--- config.mk ---
export PLATFORM = sky130hd
export DESIGN_NAME = noc_compute_node_flat
export DESIGN_NICKNAME = d
export VERILOG_FILES = /design/src/rtl/noc_compute_node_if.sv /design/src/rtl/noc_compute_node.sv /design/src/flat_wrapper.sv
export SDC_FILE = /design/constraint.sdc
export NUM_CORES = 1
export LEC_CHECK = 0
export BUFFER_PORTS_ARGS = -buffer_cell sky130_fd_sc_hd__buf_2
export CAP_MARGIN = 15
export CELL_PAD_IN_SITES_DETAIL_PLACEMENT = 1
export CELL_PAD_IN_SITES_GLOBAL_PLACEMENT = 1
export CORE_UTILIZATION = 53
export DETAILED_ROUTE_END_ITERATION = 8
export PLACE_DENSITY_LB_ADDON = 0.1
export SETUP_SLACK_MARGIN = 0.02
export SLEW_MARGIN = 25
export SYNTH_ARGS = -nofsm -noshare
export SYNTH_HDL_FRONTEND = slang
export SYNTH_SLANG_ARGS = --single-unit
--- constraint.sdc ---
create_clock -name clk -period 10.65 [get_ports clk]
set_input_delay 0 -clock clk [delete_from_list [all_inputs] [get_ports clk]]
set_output_delay 0 -clock clk [all_outputs]
set_load 0.1 [all_outputs]
--- src/rtl/noc_compute_node_if.sv ---
// noc_compute_node_if: flit/credit ports between a CONNECT router and a node.
// master = network side, slave = compute node side.
interface noc_compute_node_if #(
  parameter int DATA_W    = 32,
  parameter int DEST_BITS = 4,
  parameter int VC_BITS   = 1
);
  localparam int FLIT_W = 2 + DEST_BITS + VC_BITS + DATA_W;
  localparam int CR_W   = 1 + VC_BITS;

  logic [FLIT_W-1:0] flit_in;
  logic [CR_W-1:0]   credit_out;
  logic              credit_out_en;
  logic [FLIT_W-1:0] flit_out;
  logic              flit_out_en;
  logic [CR_W-1:0]   credit_in;

  modport master (
    output flit_in,
    output credit_in,
    input  credit_out,
    input  credit_out_en,
    input  flit_out,
    input  flit_out_en
  );

  modport slave (
    input  flit_in,
    input  credit_in,
    output credit_out,
    output credit_out_en,
    output flit_out,
    output flit_out_en
  );
endinterface

--- src/rtl/noc_compute_node.sv ---
// noc_compute_node: CONNECT compute endpoint (input FIFO, operand pairer, ALU, credits).
// Macro NOC_NODE_SAT_EN: ADD/MUL saturate to all-ones instead of wrapping.
module noc_compute_node #(
  parameter int DATA_W      = 32,
  parameter int DEST_BITS   = 4,
  parameter int VC_BITS     = 1,
  parameter int OP          = 0,
  parameter int DEST_ID     = 0,
  parameter int OUT_VC      = 0,
  parameter int IN_DEPTH    = 4,
  parameter int OUT_CREDITS = 4
) (
  input  logic                clk,
  input  logic                rst,
  noc_compute_node_if.slave   nif,
  output logic                overflow,
  output logic [7:0]          err_count,
  output logic [15:0]         result_count
);
  localparam int FLIT_W = 2 + DEST_BITS + VC_BITS + DATA_W;
  localparam int CR_W   = 1 + VC_BITS;
  localparam int ENT_W  = 1 + VC_BITS + DATA_W;
  localparam int AW     = $clog2(IN_DEPTH);
  localparam int CW     = $clog2(OUT_CREDITS + 1);

  localparam logic [1:0] S_GET_A     = 2'd0;
  localparam logic [1:0] S_GET_B     = 2'd1;
  localparam logic [1:0] S_EXEC      = 2'd2;
  localparam logic [1:0] S_SEND_WAIT = 2'd3;

  logic [ENT_W-1:0]  mem_q [IN_DEPTH];
  logic [AW-1:0]     wp_q, wp_d, rp_q, rp_d;
  logic [AW:0]       cnt_q, cnt_d;
  logic [1:0]        state_q, state_d;
  logic [DATA_W-1:0] a_q, a_d, b_q, b_d;
  logic [CW-1:0]     cr_q, cr_d;
  logic              ovf_q, ovf_d;
  logic [7:0]        err_q, err_d;
  logic [15:0]       rc_q, rc_d;
  logic [FLIT_W-1:0] fo_q, fo_d;
  logic              fo_en_q, fo_en_d;
  logic [CR_W-1:0]   co_q, co_d;
  logic              co_en_q, co_en_d;

  logic              in_vld, full, empty;
  logic              push, pop, send, err_inc, cr_ret;
  logic [ENT_W-1:0]  in_ent, hd;
  logic              hd_tail;
  logic [VC_BITS-1:0] hd_vc;
  logic [DATA_W-1:0] hd_data;
  logic [DATA_W-1:0] add_r, mul_r, res;
  logic              unused_in;

  // Only tail, vc and data are kept; dest is meaningless once delivered.
  assign in_vld    = nif.flit_in[FLIT_W-1];
  assign in_ent    = {nif.flit_in[FLIT_W-2],
                      nif.flit_in[VC_BITS+DATA_W-1:0]};
  assign unused_in = ^{nif.flit_in[FLIT_W-3 -: DEST_BITS],
                       nif.credit_in[VC_BITS-1:0]};
  assign cr_ret    = nif.credit_in[CR_W-1];

  assign full    = (cnt_q == (AW+1)'(IN_DEPTH));
  assign empty   = (cnt_q == '0);
  assign pop     = !empty &&
                   ((state_q == S_GET_A) || (state_q == S_GET_B));
  assign push    = in_vld && (!full || pop);

  assign hd      = mem_q[rp_q];
  assign hd_tail = hd[ENT_W-1];
  assign hd_vc   = hd[DATA_W +: VC_BITS];
  assign hd_data = hd[DATA_W-1:0];

`ifdef NOC_NODE_SAT_EN
  logic [DATA_W:0]     sum;
  logic [2*DATA_W-1:0] prod;
  assign sum   = {1'b0, a_q} + {1'b0, b_q};
  assign prod  = {{DATA_W{1'b0}}, a_q} * {{DATA_W{1'b0}}, b_q};
  assign add_r = sum[DATA_W] ? '1 : sum[DATA_W-1:0];
  assign mul_r = (|prod[2*DATA_W-1:DATA_W]) ? '1 : prod[DATA_W-1:0];
`else
  assign add_r = a_q + b_q;
  assign mul_r = a_q * b_q;
`endif

  // Operator select, fixed at elaboration by OP.
  always_comb begin
    res = '0;
    case (OP)
      0:       res = add_r;
      1:       res = mul_r;
      2:       res = a_q & b_q;
      3:       res = a_q | b_q;
      4:       res = a_q ^ b_q;
      default: res = add_r;
    endcase
  end

  // FIFO pointer and occupancy next-state.
  always_comb begin
    wp_d  = push ? wp_q + 1'b1 : wp_q;
    rp_d  = pop  ? rp_q + 1'b1 : rp_q;
    cnt_d = cnt_q;
    unique case ({push, pop})
      2'b10:   cnt_d = cnt_q + 1'b1;
      2'b01:   cnt_d = cnt_q - 1'b1;
      default: cnt_d = cnt_q;
    endcase
  end

  // Operand pairing FSM with tail-based framing resync.
  always_comb begin
    state_d = state_q;
    a_d     = a_q;
    b_d     = b_q;
    send    = 1'b0;
    err_inc = 1'b0;
    unique case (state_q)
      S_GET_A: begin
        if (pop) begin
          if (!hd_tail) begin
            a_d     = hd_data;
            state_d = S_GET_B;
          end else begin
            err_inc = 1'b1;
          end
        end
      end
      S_GET_B: begin
        if (pop) begin
          if (hd_tail) begin
            b_d     = hd_data;
            state_d = S_EXEC;
          end else begin
            a_d     = hd_data;
            err_inc = 1'b1;
          end
        end
      end
      S_EXEC: begin
        if (cr_q != '0) begin
          send    = 1'b1;
          state_d = S_GET_A;
        end else begin
          state_d = S_SEND_WAIT;
        end
      end
      S_SEND_WAIT: begin
        if (cr_q != '0) begin
          send    = 1'b1;
          state_d = S_GET_A;
        end
      end
      default: state_d = S_GET_A;
    endcase
  end

  // Send credits, status counters and registered output flits.
  always_comb begin
    cr_d = cr_q;
    unique case ({cr_ret, send})
      2'b10:   cr_d = (cr_q == CW'(OUT_CREDITS)) ? cr_q : cr_q + 1'b1;
      2'b01:   cr_d = cr_q - 1'b1;
      default: cr_d = cr_q;
    endcase
    ovf_d   = ovf_q | (in_vld & full & !pop);
    err_d   = (err_inc && (err_q != 8'hFF)) ? err_q + 1'b1 : err_q;
    rc_d    = send ? rc_q + 1'b1 : rc_q;
    fo_en_d = send;
    fo_d    = send ? {1'b1, 1'b1, DEST_BITS'(DEST_ID),
                      VC_BITS'(OUT_VC), res} : '0;
    co_en_d = pop;
    co_d    = pop ? {1'b1, hd_vc} : '0;
  end

  // FIFO storage; contents are discarded on reset via the pointers.
  always_ff @(posedge clk) begin
    if (push) mem_q[wp_q] <= in_ent;
  end

  // FIFO pointers.
  always_ff @(posedge clk or posedge rst) begin
    if (rst) begin
      wp_q  <= '0;
      rp_q  <= '0;
      cnt_q <= '0;
    end else begin
      wp_q  <= wp_d;
      rp_q  <= rp_d;
      cnt_q <= cnt_d;
    end
  end

  // FSM, operand latches and credit counter.
  always_ff @(posedge clk or posedge rst) begin
    if (rst) begin
      state_q <= S_GET_A;
      a_q     <= '0;
      b_q     <= '0;
      cr_q    <= CW'(OUT_CREDITS);
    end else begin
      state_q <= state_d;
      a_q     <= a_d;
      b_q     <= b_d;
      cr_q    <= cr_d;
    end
  end

  // Registered outputs and status.
  always_ff @(posedge clk or posedge rst) begin
    if (rst) begin
      ovf_q   <= 1'b0;
      err_q   <= '0;
      rc_q    <= '0;
      fo_q    <= '0;
      fo_en_q <= 1'b0;
      co_q    <= '0;
      co_en_q <= 1'b0;
    end else begin
      ovf_q   <= ovf_d;
      err_q   <= err_d;
      rc_q    <= rc_d;
      fo_q    <= fo_d;
      fo_en_q <= fo_en_d;
      co_q    <= co_d;
      co_en_q <= co_en_d;
    end
  end

  assign nif.flit_out      = fo_q;
  assign nif.flit_out_en   = fo_en_q;
  assign nif.credit_out    = co_q;
  assign nif.credit_out_en = co_en_q;
  assign overflow          = ovf_q;
  assign err_count         = err_q;
  assign result_count      = rc_q;
endmodule

--- src/flat_wrapper.sv ---
// flat-port wrapper written by rule: the top's interface ports become plain ports
module noc_compute_node_flat 
#(
  parameter int DATA_W      = 32,
  parameter int DEST_BITS   = 4,
  parameter int VC_BITS     = 1,
  parameter int OP          = 0,
  parameter int DEST_ID     = 0,
  parameter int OUT_VC      = 0,
  parameter int IN_DEPTH    = 4,
  parameter int OUT_CREDITS = 4
)
  (clk, rst, overflow, err_count, result_count, nif_flit_in, nif_credit_in, nif_credit_out, nif_credit_out_en, nif_flit_out, nif_flit_out_en);
  noc_compute_node_if #(.DATA_W(DATA_W), .DEST_BITS(DEST_BITS), .VC_BITS(VC_BITS)) nif_i ();
  input  logic clk;
  input  logic rst;
  output logic overflow;
  output logic [7:0] err_count;
  output logic [15:0] result_count;
  input wire logic [$bits(nif_i.flit_in)-1:0] nif_flit_in;
  input wire logic [$bits(nif_i.credit_in)-1:0] nif_credit_in;
  output wire logic [$bits(nif_i.credit_out)-1:0] nif_credit_out;
  output wire logic [$bits(nif_i.credit_out_en)-1:0] nif_credit_out_en;
  output wire logic [$bits(nif_i.flit_out)-1:0] nif_flit_out;
  output wire logic [$bits(nif_i.flit_out_en)-1:0] nif_flit_out_en;
  assign nif_i.flit_in = nif_flit_in;
  assign nif_i.credit_in = nif_credit_in;
  assign nif_credit_out = nif_i.credit_out;
  assign nif_credit_out_en = nif_i.credit_out_en;
  assign nif_flit_out = nif_i.flit_out;
  assign nif_flit_out_en = nif_i.flit_out_en;
  noc_compute_node #(.DATA_W(DATA_W), .DEST_BITS(DEST_BITS), .VC_BITS(VC_BITS), .OP(OP), .DEST_ID(DEST_ID), .OUT_VC(OUT_VC), .IN_DEPTH(IN_DEPTH), .OUT_CREDITS(OUT_CREDITS)) u_core (.clk(clk), .rst(rst), .nif(nif_i), .overflow(overflow), .err_count(err_count), .result_count(result_count));
endmodule
Word level (Yosys, flattened, before mapping)
Memories as Yosys holds them, arrays and structs flattened.
Cells that the tools add are included.

word-level totals
  input port bits = 43
  bits in writable memories = 136
  output and inout port bits = 68
  flip-flop bits (word level) = 144
  memories = 1

cells by class
  reductions and logical operators = 19
  multiplexer cells = 21
  equality and inequality tests = 16
  bitwise gates (word level) = 4
  $add $sub $neg = 9

memories
  memory        depth  width  rd ports  clocked after Yosys merged registers in  write ports  RTL line                source
  u_core.mem_q  4      34     1         0                                        1            noc_compute_node.sv:31  logic [ENT_W-1:0] mem_q [IN_DEPTH];

operator list
  operator               number
  $mux 39                1
  $add 32x32->32         1
  $add 16x1->16 const B  1
  $mux 2                 7
  $pmux 3 s2             2
  $add 8x1->8 const B    1
  $eq 2x2->1 const B     4
  $mux 1                 8
  $ne 2x1->1 const B     4
  $ne 8x8->1 const B     1
  $pmux 2 s4             1
  $add 3x1->3 const B    2
  $eq 2x1->1 const B     3
  $eq 3x3->1 const B     2
  $reduce_and 3->1       2
  $sub 3x1->3 const B    2
  $reduce_and 5->1       1
  $add 2x1->2 const B    2
  $ne 2x2->1 const B     2
  $reduce_bool 2->1      2
  $reduce_or 2->1        2
  $logic_and 1x1->1      3
  $logic_not 1->1        3
  $logic_not 3->1        1
  9 further kinds        11

Depth between registers and ports, before layout
Gate-level depths: netlist of run 1.

  word-level depth = 7
  depth in mapped cells = 10
  depth with buffers taken out = 9

Worst setup path before layout of run 1
No wires, ideal clock.

  path type = register -> register
  from = reg u_core.b_q[0]
  to = reg u_core.fo_q[10] (netlist: u_core.nif.flit_out[10])
  cell stages (with the launch flop) = 10
  arrival = 2,294 ps
  setup slack = 8,237 ps
  data required time = 10,531 ps
  clock period less this slack = 2,413 ps
  cells stage by stage = dfrtp_1 > ha_1 > fa_1 > a21o_1 > a221o_1 > a21o_1 > a21oi_1 > o21ai_1 > xor2_1 > and2_1

between the ends
  word-level cells in the longest chain between the ends = 2

RTL lines
  element                 RTL line                 source
  from (decl)             noc_compute_node.sv:35   logic [DATA_W-1:0] a_q, a_d, b_q, b_d;
  from (signal assigned)  noc_compute_node.sv:198  b_q <= '0;
  from (signal assigned)  noc_compute_node.sv:203  b_q <= b_d;
  $add 32x32->32          noc_compute_node.sv:81   assign add_r = a_q + b_q;
  $mux 39                 noc_compute_node.sv:169  fo_d = send ? {1'b1, 1'b1, DEST_BITS'(DEST_ID),
  via u_core.fo_d[10]     noc_compute_node.sv:40   logic [FLIT_W-1:0] fo_q, fo_d;
  to (signal assigned)    noc_compute_node.sv:222  fo_q <= fo_d;
  to (decl)               noc_compute_node.sv:40

The timed path passes the listed nets, and every way through them passes these cells.
A chain may end at the register's enable or synchronous reset.

Worst setup path in the final report of run 1
  from = reg u_core.rp_q[0]
  to = reg u_core.err_q[7] (netlist: u_core.err_count[7])

between the ends
  word-level cells in the longest chain between the ends = 5
  elaborated cells between the ends (all ways) = 7

RTL lines
  element                    RTL line                                          source
  from (decl)                noc_compute_node.sv:32                            logic [AW-1:0] wp_q, wp_d, rp_q, rp_d;
  from (signal assigned)     noc_compute_node.sv:188                           rp_q <= rp_d;
  $mem_v2 4x34 *             --
  $mux 1 (on tied branches)  noc_compute_node.sv:130, noc_compute_node.sv:120
  $mux 1 (on tied branches)  noc_compute_node.sv:129, noc_compute_node.sv:119
  $pmux 1 s2 *               noc_compute_node.sv:117                           unique case (state_q)
  $logic_and 1x1->1 *        noc_compute_node.sv:166                           err_d = (err_inc && (err_q != 8'hFF)) ? err_q + 1'b1 : err_q;
  to (signal assigned)       noc_compute_node.sv:220                           err_q <= err_d;
  to (decl)                  noc_compute_node.sv:38                            logic [7:0] err_q, err_d;

Mark *: on every way between the ends. The rest lies on a longest branch, timed or not.

==> results.txt, run 1 <==
The run finished, with violations left. The checks that failed: DRC. STA puts the critical path data arrival time at 3.57 ns.

Counting distinct cell types in the post-synthesis netlist gives 64. Setup repair after global routing left no endpoint under its margin. The start-to-end type of the worst setup path was reg -> reg. The count of nets left with antenna violations once routing finished came out at 0. Yosys attributes the largest share of cell area to sky130_fd_sc_hd__edfxtp_1 34%, sky130_fd_sc_hd__dfrtp_1 28%, sky130_fd_sc_hd__mux4_2 6.4%, sky130_fd_sc_hd__mux2_2 5.8%, sky130_fd_sc_hd__ha_1 4.1%. Depth of the most critical reg-to-reg path: 8.

The detailed router placed 7,483 vias in this run. The later pin in the worst-skew pair is clocked with a latency of 0.56 ns. The highest metal layer carrying signal wires in the routed design is met4. Global routing finished with a remaining overflow of 0.

The die covers 23,150 sq um. The detailed router put a total of 13,780 um of wire on met1. Counting flops and latches in the post-synthesis netlist gives 272.

The tools report the via count of the first global-routing pass as 8,006. The dominant register cell in the synthesized netlist was sky130_fd_sc_hd__edfxtp_1. The number of nets in the finished design came out at 1,052. Summed over all layers, the routed wires come to 30,830 um. In the final layout, flip-flops and latches occupy 7490 sq um. At the end of routability-driven placement, the weighted congestion stood at 0.8245. Wire segments on met2 add up to 14,760 um in the final route. Buffers placed on the I/O ports in this run total 100. The post-synthesis instance area came out at 11,950 sq um.

Setup violations remaining at the end of the flow were counted as 0. For the TritonCTS sink count, the log shows 272. The Yosys step of the flow raised 0 warnings. The worst setup skew after layout is 0.01702 ns.

The run gives 80 as the pin count of the biggest net entering global routing. Row generation in the floorplan step produced 54 rows. In the final routed layout, each cell accounts on average for 24.27 um. After legalization and detailed placement, the total HPWL measured 18,660 um.

For the number of levels in the clock H-tree, the log shows 1. Required time of the critical path: 11.08 ns. The number of hold violations in the final report came out at 0.

The floorplan die width was 152.2 um; the layout cell share with drive strength beyond 1 was 28.18%. The number of antenna violations at the first check in global routing is 0. After synthesis, flip-flops and latches occupy 62.66% of the total area. The clock slew at the register clock pins of the worst setup and hold paths is 0.06 ns. The number of DRC violations after detailed routing was 14; the clock period minus worst slack was 3.137 ns.

The multi-input combinational cell area was 4234 sq um. Leaving out fill and tap cells, the most frequent cells in the layout are 136 x sky130_fd_sc_hd__edfxtp_1, 134 x sky130_fd_sc_hd__dfrtp_1, 100 x sky130_fd_sc_hd__buf_2. The worst register-to-register path ends at u_core.err_count[7]$_DFFE_PP0P_. Counting flops with a built-in enable in the synthesized netlist gives 136.

At the pin with the least slew margin, the transition time is 0.8775 ns. The tool flagged a number of max-cap violations equal to 0. The library cell used most frequently in the layout, excluding fill and tap cells, is sky130_fd_sc_hd__edfxtp_1.

The worst setup path is launched from a flip-flop. 111 I/O pins were placed. The detailed-route vias per instance is 5.892. The sort of element at the end of the critical path was a flip-flop.

Share of Yosys cell area claimed by the top area cell type: 34.17%. Once the floorplan was initialized, standard cells occupied 54.43% of the core. The worst max-slew margin expressed relative to the limit is 41.50%. Fill cells in the final layout number 2,022. After technology mapping, the gate count stands at 822.

Launching instance or port of the critical path: u_core.rp_q[0]$_DFFE_PP0P_. From bottom edge to top edge, the die measures 152.2 um. The post-cts repair resize count came out at 0. Derived from the worst setup path, the maximum achievable clock frequency is 318.8 MHz.

Across all register-to-register paths, the minimum setup slack is 7.51 ns. The largest fanout of any net on the critical path works out to 36. Total global routing track utilization: 27.44%.

The tools report the length of the first detailed-routing pass in iterations as 7. The cell type with the highest aggregate area in the netlist is sky130_fd_sc_hd__edfxtp_1. Root buffer selected by CTS: sky130_fd_sc_hd__clkbuf_16.

The number of buffers inserted during clock tree synthesis came out at 29. Worst hold-check path type: in -> async. The final critical-path share of the clock period is 29.45%.

The post-synthesis area per instance is 14.54 sq um, and the first-pass GRT wire length is 48,470 um. The tools report the number of slew-limit violations in the final report as 0. For the number of design-rule violations left by the first detailed-router iteration, the log shows 446. After floorplanning, the core was sized to cover 21,960 sq um. For this run, asynchronously set or reset flops after synthesis account for 50.00%. Summed over all nets, wire length on met3 after detailed routing comes to 1654 um. The sum of negative setup slack is 0 ns. The reg-to-reg startpoint was u_core.rp_q[0]$_DFFE_PP0P_.

The number of antenna diodes in the final layout is 0. TritonCTS built the clock tree. The tools report the maximum count of clock buffers along a single path as 3.

Area overhead of the layout relative to synthesis: 18.15%.
worst max-delay path by stage:
| stage | to | cells after the start |
|---|---|---|
| detailed placement | u_core.err_count[7]$_DFFE_PP0P_ | 8 |
| CTS | u_core.err_count[7]$_DFFE_PP0P_ | 8 |
| finish | u_core.err_count[7]$_DFFE_PP0P_ | 8 |
| global route | u_core.err_count[7]$_DFFE_PP0P_ | 8 |
| floorplan | u_core.a_q[0]$_DFFE_PP0P_ | 1 |
| global placement | u_core.err_count[7]$_DFFE_PP0P_ | 8 |
flip-flops by register name, summed over array words and instances, names as in the netlist:
| register | count |
|---|---|
| u_core.mem_q | 136 |
| u_core.err_count | 8 |
| u_core.rp_q | 2 |
| u_core.b_q | 32 |
| u_core.cnt_q | 3 |
| u_core.cr_q | 3 |
| u_core.wp_q | 2 |
| u_core.a_q | 32 |
| u_core.state_q | 2 |
| u_core.nif.credit_out_en | 1 |
| u_core.nif.flit_out | 33 |
| u_core.nif.credit_out | 1 |
| u_core.overflow | 1 |
| u_core.result_count | 16 |
synth_stat cells (2+ instances only):
library cell               number
sky130_fd_sc_hd__xnor2_1       37
sky130_fd_sc_hd__or2_2          6
sky130_fd_sc_hd__nor3_1         7
sky130_fd_sc_hd__a221o_1        2
sky130_fd_sc_hd__a21boi_0       2
sky130_fd_sc_hd__o21ai_0       16
sky130_fd_sc_hd__buf_2          7
sky130_fd_sc_hd__xor2_1        16
sky130_fd_sc_hd__a21o_1         8
sky130_fd_sc_hd__nand4_1       13
sky130_fd_sc_hd__ha_1          39
sky130_fd_sc_hd__a211oi_1       7
sky130_fd_sc_hd__a31oi_1        7
sky130_fd_sc_hd__clkbuf_1      17
sky130_fd_sc_hd__edfxtp_1     136
sky130_fd_sc_hd__o22a_1         2
sky130_fd_sc_hd__a21oi_1       36
sky130_fd_sc_hd__buf_4         11
sky130_fd_sc_hd__mux2_2        62
sky130_fd_sc_hd__nor3b_1        3
sky130_fd_sc_hd__o221ai_1       2
sky130_fd_sc_hd__mux2i_1        4
sky130_fd_sc_hd__a21oi_2        2
sky130_fd_sc_hd__o21ai_1        5
sky130_fd_sc_hd__and2_1         9
sky130_fd_sc_hd__dfrtp_1      135
sky130_fd_sc_hd__a221oi_1       2
sky130_fd_sc_hd__nand3_1       11
sky130_fd_sc_hd__nand2_1       48
sky130_fd_sc_hd__o22ai_1        4
sky130_fd_sc_hd__o21a_1         5
sky130_fd_sc_hd__o21bai_1       5
sky130_fd_sc_hd__nor2_1        53
sky130_fd_sc_hd__a41oi_1        2
sky130_fd_sc_hd__mux4_2        34
sky130_fd_sc_hd__nor4_1         4
sky130_fd_sc_hd__nand2b_1       3
sky130_fd_sc_hd__a211o_1        3
sky130_fd_sc_hd__and3_1         9
sky130_fd_sc_hd__inv_1         16
sky130_fd_sc_hd__nor2b_1        2
sky130_fd_sc_hd__o211ai_1       4
sky130_fd_sc_hd__mux2_1         3
sky130_fd_sc_hd__fa_1           3
area by class of cell:
| cell class | count | area share [%] |
|---|---|---|
| flip-flops and latches | 272 | 53.04 |
| multi-input cells | 501 | 29.98 |
| repair buffers | 146 | 6.672 |
| clock buffers | 35 | 5.511 |
| well taps | 280 | 2.481 |
| clock inverters | 19 | 1.843 |
| inverters | 17 | 0.4696 |
kinds of logic after synthesis:
kind of cell,count (synthesis),share of synthesized area [%]
other,1,0.03138
buffers and inverters,53,2.083
DFF,272,62.66
and+or+nand+nor,174,6.930
muxes,103,12.87
adders and majority gates,42,4.585
AOI/OAI and AO/OA,124,6.962
xor gates and xnor gates,53,3.884
routing by layer:
| layer | up-vias | global-route usage (%) |
|---|---|---|
| met5 | - | 0 |
| met4 | 0 | 6.608 |
| met3 | 49 | 4.323 |
| met2 | 249 | 44.39 |
| met1 | 3836 | 39.39 |
| li1 | 3349 | - |
metrics by stage:
stage               cell area [sq um]  utilization [%]  setup WS, ns  std cells  hold WS [ns]
floorplan                       11970                -         7.012        826       0.09887
detailed placement              12710            57.87         7.620       1179        0.1809
global route                    14120            64.31         7.351       1270        0.2054
finish                          14120            64.31         7.513       1270        0.1392
CTS                             14120            64.29         7.593       1270        0.1515
global placement                12710            57.87         7.696       1179        0.1536
timing repair:
action | CTS | global route
hold buffers | 37 | 0
buffers inserted | 0 | 0
endpoints found under the hold margin | 200 | 0
critical path, cell delays in order (launching register included):
cell                       delay [ns]
sky130_fd_sc_hd__dfrtp_2         0.35
sky130_fd_sc_hd__buf_4           0.55
sky130_fd_sc_hd__mux4_2          0.70
sky130_fd_sc_hd__inv_1           0.09
sky130_fd_sc_hd__ha_1            0.24
sky130_fd_sc_hd__a311oi_2        0.52
sky130_fd_sc_hd__and3_1          0.32
sky130_fd_sc_hd__nand2_1         0.09
sky130_fd_sc_hd__xnor2_1         0.13
Power of run 1 is not shown: default switching activity piles up to over one toggle a cycle in this logic, so the estimate is an artifact.
==> run 2, diff against run 1 <==
CORE_UTILIZATION = 45   (was 53)
clock period = 2.7 ns   (was 10.65 ns; I/O delays follow)
==> results.txt, run 2 (same netlist as run 1, synthesis figures left out) <==
Start-to-end type of the worst setup path: reg -> reg (unchanged). Number of buffers inserted during clock tree synthesis: 30 (was 29). The number of hold violations in the final report is 0 (unchanged), and the multi-input combinational cell area is 4263 sq um (was 4234 sq um). The post-route non-filler standard cell count was 1,333 (was 1,270).

The first-pass GRT wire length was 42,450 um (was 48,470 um). The delay of the slowest critical-path stage was 0.44 ns (was 0.70 ns). The worst max-slew margin expressed relative to the limit is 48.80% (was 41.50%). The clock period minus worst slack is 2.578 ns (was 3.137 ns). The largest register by flop count is u_core.mem_q (unchanged).

The run gives 7,722 (was 8,006) as the via count of the first global-routing pass. The total buffers and inverters traversed by the critical path works out to 0 (was 2). The depth of the most critical reg-to-reg path came out at 9 (was 8). Worst setup skew after layout: 0.02531 ns (was 0.01702 ns).

Highest-count cells in the layout ignoring fill and taps: 136 x sky130_fd_sc_hd__edfxtp_1, 134 x sky130_fd_sc_hd__dfrtp_1, 100 x sky130_fd_sc_hd__buf_2 (unchanged). Area of the die: 27,220 sq um (was 23,150 sq um). The final critical-path share of the clock period works out to 95.49% (was 29.45%). The post-detailed-placement half-perimeter wirelength came out at 17,640 um (was 18,660 um). For the number of levels in the clock H-tree, the log shows 1 (unchanged). The run gives 0 ns (unchanged) as the sum of negative setup slack.

The run gives 3.00 ns (was 3.57 ns) as the data arrival time of the critical path. The sort of element at the end of the critical path was a flip-flop (unchanged). The number of design-rule violations left by the first detailed-router iteration came out at 401 (was 446).

The detailed-route vias per instance works out to 5.395 (was 5.892). The largest fanout of any net on the critical path works out to 5 (was 36). TritonCTS built the clock tree. For the maximum count of clock buffers along a single path, the log shows 3 (unchanged). The storage element area came out at 7490 sq um (unchanged).

The final core utilization is 54.90% (was 64.31%), and the number of antenna violations at the first check in global routing is 0 (unchanged). The tools report the setup-violating endpoint count in the final report as 0 (unchanged). The number of slew-limit violations in the final report was 0 (unchanged). Worst-path cell chain: ha_2 -> fa_2 -> a21o_1 -> a221o_2 -> a21boi_2 -> a211oi_1 -> or3_1 -> xnor2_1 -> nor2_1 (was buf_4 -> mux4_2 -> inv_1 -> ha_1 -> a311oi_2 -> and3_1 -> nand2_1 -> xnor2_1). For the pin count of the biggest net entering global routing, the log shows 137 (was 80). The run gives 0.57 ns (was 0.56 ns) as the clock insertion delay at the later pin of the skew report. The count of input and output buffers works out to 100 (unchanged). Last weighted congestion value of the routability-driven placer: 0.8280 (was 0.8245). The clock slew at the register clock pins of the worst setup and hold paths came out at 0.06 ns (about the same). The core area is 26,060 sq um (was 21,960 sq um), and the TritonCTS sink count is 272 (unchanged). Highest-delay cell along the critical path: sky130_fd_sc_hd__a221o_2 (was sky130_fd_sc_hd__mux4_2). The routed wire length per instance came out at 19.76 um (was 24.27 um). The placed instance count came out at 1,239 (was 1,179).

The logs give 0 (unchanged) for the count of buffers added by post-CTS timing repair for setup and 12,880 sq um (was 12,710 sq um) for the post-detailed-placement cell area. The area overhead of the layout relative to synthesis was 19.71% (was 18.15%); the detailed-route via count was 7,192 (was 7,483). The maximum clock frequency is 387.8 MHz (was 318.8 MHz). The root buffer selected by CTS is sky130_fd_sc_hd__clkbuf_16 (unchanged). The run gives 59 (was 54) as the number of core rows. The run gives 2,539 (was 2,022) as the fill cell total of the finished layout. The number of flip-flops under the largest register name was 136 (unchanged); the layout cell share with drive strength beyond 1 was 28.39% (was 28.18%). The die height was 165.0 um (was 152.2 um).

The tools report the number of DRC violations after detailed routing as 0 (was 14). The initial core utilization is 45.86% (was 54.43%), and the number of nets in the finished design is 1,058 (was 1,052). The run gives 14,310 sq um (was 14,120 sq um) as the area of all placed cells without fillers. The run finished with clean final reports. The number of max-cap violations is 0 (unchanged), and the total global routing track utilization is 20.18% (was 27.44%).

The most common cell after layout, fill and taps aside was sky130_fd_sc_hd__edfxtp_1 (unchanged). For the residual antenna-violating net count after detailed routing, the log shows 0 (unchanged). The floorplan die width was 165.0 um (was 152.2 um); the required time of the critical path was 3.12 ns (was 11.08 ns).

The transition time of the tightest slew-check pin is 0.7680 ns (was 0.8775 ns). Setup repair after global routing left no endpoint under its margin. The cell family contributing the most delay on the critical path is compound AO/OA/AOI/OAI gates (was multiplexers).

For the length of the first detailed-routing pass in iterations, the log shows 4 (was 7). The cell depth of the worst hold path was 2; the total congestion overflow after global routing was 0 (unchanged). The number of placed I/O pins came out at 111 (unchanged). The tools report the kind of start point of the critical path as a flip-flop (unchanged). The number of logic stages on the critical path including buffering is 9 (was 8). The post-detailed-routing wire length was 26,340 um (was 30,830 um).

The worst hold-check path type was in -> reg (was in -> async).
## run 2: cell types whose count changed in the layout (fill, tap and decap cells not counted), sizes merged
cell	previous run	this run
buf	109	114
bufinv	5	4
clkbuf	35	38
clkinv	8	11
clkinvlp	1	3
diode	0	1
inv	22	17
## run 2: path summary, 6_finish.rpt
check	startpoint	endpoint	slack (ns)
worst max-delay path	u_core.b_q[0]$_DFFE_PP0P_	u_core.nif.flit_out[26]$_DFF_PP0_	0.12
worst max register to register	u_core.b_q[0]$_DFFE_PP0P_	u_core.nif.flit_out[26]$_DFF_PP0_	0.12
worst min-delay path	nif_flit_in[32]	u_core.mem_q[2][32]$_DFFE_PP_	0.18
min in group asynchronous	rst	u_core.b_q[27]$_DFFE_PP0P_	0.19
max in group asynchronous	rst	u_core.rp_q[0]$_DFFE_PP0P_	1.89
worst min register to register	u_core.result_count[15]$_DFFE_PP0N_	u_core.result_count[15]$_DFFE_PP0N_	0.47
## run 2: cell type report
type / count / area share (%)
diodes: 1 / 0.01749
clock inverters: 18 / 1.513
well taps: 335 / 2.930
multi-input cells: 501 / 29.79
clock buffers: 38 / 5.667
repair buffers: 151 / 7.258
flip-flops and latches: 272 / 52.35
inverters: 17 / 0.4722
## run 2: what timing repair did
| action | CTS | global route |
|---|---|---|
| resized for setup | 2 | 5 |
| hold buffers | 37 | 0 |
| setup endpoints to repair | 2 | 7 |
| pin swaps | 1 | 2 |
| endpoints found under the hold margin | 278 | 0 |
## run 2: routing by layer
layer	global-route usage [%]	wire length (um)
met3	2.612	914
met5	0	0
met2	31.09	11950
met4	4.837	461
met1	30.31	13010
## run 2: per-stage QoR
step	hold slack, ns	setup WS, ns
after detailed placement	0.2172	0.01427
after global routing	0.1687	0.02159
final	0.1812	0.1216
after floorplan	0.09887	0.2872
after global placement	0.2083	0.06625
after CTS	0.1541	0.04178
Power of run 2 is left out for the same reason.
==> run 3, diff against run 2 <==
CORE_UTILIZATION = 53   (was 45)
clock period = 3.1 ns   (was 2.7 ns; I/O delays follow)
==> results.txt, run 3 (same netlist as run 1, synthesis figures left out) <==
The final critical-path share of the clock period was 86.74% (was 95.49%). The count of input and output buffers was 100 (unchanged). Transition time of the tightest slew-check pin: 0.7518 ns (was 0.7680 ns). The sort of element at the end of the critical path was a flip-flop (unchanged). The area overhead of the layout relative to synthesis works out to 17.17% (was 19.71%). Maximum count of clock buffers along a single path: 3 (unchanged). The most common cell after layout, fill and taps aside is sky130_fd_sc_hd__edfxtp_1 (unchanged). Worst-path cell chain: ha_1 -> fa_1 -> a21o_1 -> a221o_1 -> a21oi_2 -> a211oi_1 -> a41oi_1 -> xor2_1 -> nor2_1 (was ha_2 -> fa_2 -> a21o_1 -> a221o_2 -> a21boi_2 -> a211oi_1 -> or3_1 -> xnor2_1 -> nor2_1). Highest-delay cell along the critical path: sky130_fd_sc_hd__fa_1 (was sky130_fd_sc_hd__a221o_2). For the number of max-cap violations, the log shows 0 (unchanged).

For the number of slew-limit violations in the final report, the log shows 0 (unchanged). The number of hold violations in the final report was 0 (unchanged). The logs give 23,150 sq um (was 27,220 sq um) for the area of the die and 12,750 sq um (was 12,880 sq um) for the post-detailed-placement cell area. The tools report the TritonCTS sink count as 272 (unchanged). TritonCTS built the clock tree. The total congestion overflow after global routing is 0 (unchanged), and the delay of the slowest critical-path stage is 0.42 ns (was 0.44 ns).

Last weighted congestion value of the routability-driven placer: 0.8256 (was 0.8280). Pin count of the biggest net entering global routing: 81 (was 137). The cell family contributing the most delay on the critical path is compound AO/OA/AOI/OAI gates (unchanged). Routed wire length per instance: 22.01 um (was 19.76 um).

The number of core rows is 54 (was 59), and the clock slew at the register clock pins of the worst setup and hold paths is 0.06 ns (about the same). The maximum clock frequency came out at 371.9 MHz (was 387.8 MHz). The number of antenna violations at the first check in global routing was 0 (unchanged).

Layout cell share with drive strength beyond 1: 27.14% (was 28.39%). The tools report the number of levels in the clock H-tree as 1 (unchanged). The final reports fail on DRC. The initial core utilization was 54.43% (was 45.86%); the clock period minus worst slack was 2.689 ns (was 2.578 ns).

The tools report the total global routing track utilization as 24.73% (was 20.18%). The detailed-route vias per instance was 5.805 (was 5.395). For the post-detailed-placement half-perimeter wirelength, the log shows 18,110 um (was 17,640 um). The run gives 0.54 ns (was 0.57 ns) as the clock insertion delay at the later pin of the skew report. The worst max-slew margin expressed relative to the limit is 49.88% (was 48.80%).

Highest-count cells in the layout ignoring fill and taps: 136 x sky130_fd_sc_hd__edfxtp_1, 134 x sky130_fd_sc_hd__dfrtp_1, 100 x sky130_fd_sc_hd__buf_2 (unchanged). The data arrival time of the critical path is 3.08 ns (was 3.00 ns). The required time of the critical path was 3.49 ns (was 3.12 ns); the total buffers and inverters traversed by the critical path was 0 (unchanged). The root buffer selected by CTS is sky130_fd_sc_hd__clkbuf_16 (unchanged). The run gives 0 ns (unchanged) as the sum of negative setup slack.

First-pass GRT wire length: 44,550 um (was 42,450 um). The start-to-end type of the worst setup path was reg -> reg (unchanged). The worst setup skew after layout is 0.02077 ns (was 0.02531 ns), and the via count of the first global-routing pass is 8,042 (was 7,722). The tools report the number of antenna diodes as 0 (was 1). The run gives 0 (was 2) as the post-cts repair resize count.

The worst hold-check path type is in -> async (was in -> reg). The tools report the number of buffers inserted by hold repair at cts as 37 (unchanged). The number of DRC violations after detailed routing was 15 (was 0).

Largest fanout of any net on the critical path: 5 (unchanged). The die height works out to 152.2 um (was 165.0 um). The largest register by flop count was u_core.mem_q (unchanged). Number of flip-flops under the largest register name: 136 (unchanged). The logs give 0 (unchanged) for the residual antenna-violating net count after detailed routing and 14,000 sq um (was 14,310 sq um) for the area of all placed cells without fillers. Setup repair after global routing left no endpoint under its margin. The tools report the number of design-rule violations left by the first detailed-router iteration as 294 (was 401).

The detailed-route via count came out at 7,378 (was 7,192). The core area was 21,960 sq um (was 26,060 sq um); the count of buffers added by post-CTS timing repair for setup was 0 (unchanged). The logs give 1,055 (was 1,058) for the number of nets in the finished design and 0 (unchanged) for the setup-violating endpoint count in the final report. The tools report the kind of start point of the critical path as a flip-flop (unchanged). The tools report the post-detailed-routing wire length as 27,970 um (was 26,340 um).

The flow ran to the end, but the final reports show violations. Length of the first detailed-routing pass in iterations: 7 (was 4). The floorplan die width was 152.2 um (was 165.0 um); the number of buffers inserted during clock tree synthesis was 28 (was 30). Number of placed I/O pins: 111 (unchanged). The tools report the smallest hold slack as 0.1306 ns (was 0.1812 ns).
==> run 3: changes by cell type in the layout (fill, tap and decap cells not counted), sizes merged <==
cell	change
buf	-1
bufinv	-2
clkbuf	+3
clkinv	-3
clkinvlp	-2
diode	-1
inv	-1
==> run 3: layer usage <==
metal,part of all wire (%),wire (um),vias up,global-route usage [%]
met3,4.9,1362,49,3.299
li1,-,-,3357,-
met2,48,13390,190,41.50
met5,0,0,-,0
met1,46,12730,3782,34.38
met4,1.8,495,0,6.317
==> run 3: cell type report <==
cell class,instances,area [sq um]
well taps,280,350.3
multi-input cells,501,4233
fillers,2068,7955
clock buffers,41,780.7
flip-flops and latches,272,7490
inverters,17,67.56
clock inverters,10,101.3
repair buffers,150,980.9
==> run 3: worst paths after layout <==
check / from / to / cells after the start / slack (ns)
max in group asynchronous: rst / u_core.a_q[15]$_DFFE_PP0P_ / 4 / 2.29
worst max register to register: u_core.b_q[0]$_DFFE_PP0P_ / u_core.nif.flit_out[28]$_DFF_PP0_ / 9 / 0.41
worst max-delay path: u_core.b_q[0]$_DFFE_PP0P_ / u_core.nif.flit_out[28]$_DFF_PP0_ / 9 / 0.41
worst min-delay path: rst / u_core.nif.flit_out[23]$_DFF_PP0_ / 4 / 0.13
worst min register to register: u_core.overflow$_DFF_PP0_ / u_core.overflow$_DFF_PP0_ / 1 / 0.48
min in group clk: nif_flit_in[10] / u_core.mem_q[1][10]$_DFFE_PP_ / 2 / 0.22
==> run 3: worst register-to-register path, stage by stage, from the launching register on <==
cell                       delay, ns
sky130_fd_sc_hd__dfrtp_1        0.38
sky130_fd_sc_hd__ha_1           0.25
sky130_fd_sc_hd__fa_1           0.42
sky130_fd_sc_hd__a21o_1         0.21
sky130_fd_sc_hd__a221o_1        0.41
sky130_fd_sc_hd__a21oi_2        0.21
sky130_fd_sc_hd__a211oi_1       0.15
sky130_fd_sc_hd__a41oi_1        0.28
sky130_fd_sc_hd__xor2_1         0.17
sky130_fd_sc_hd__nor2_1         0.07
==> run 3: stage by stage <==
stage	worst slack [ns]	cells	util (%)
after global routing	0.2345	1271	63.77
final	0.4109	1271	63.77
after floorplan	0.6872	826	-
after CTS	0.3754	1271	63.77
after global placement	0.4731	1183	58.07
after detailed placement	0.3799	1183	58.07
Power of run 3 is left out for the same reason.
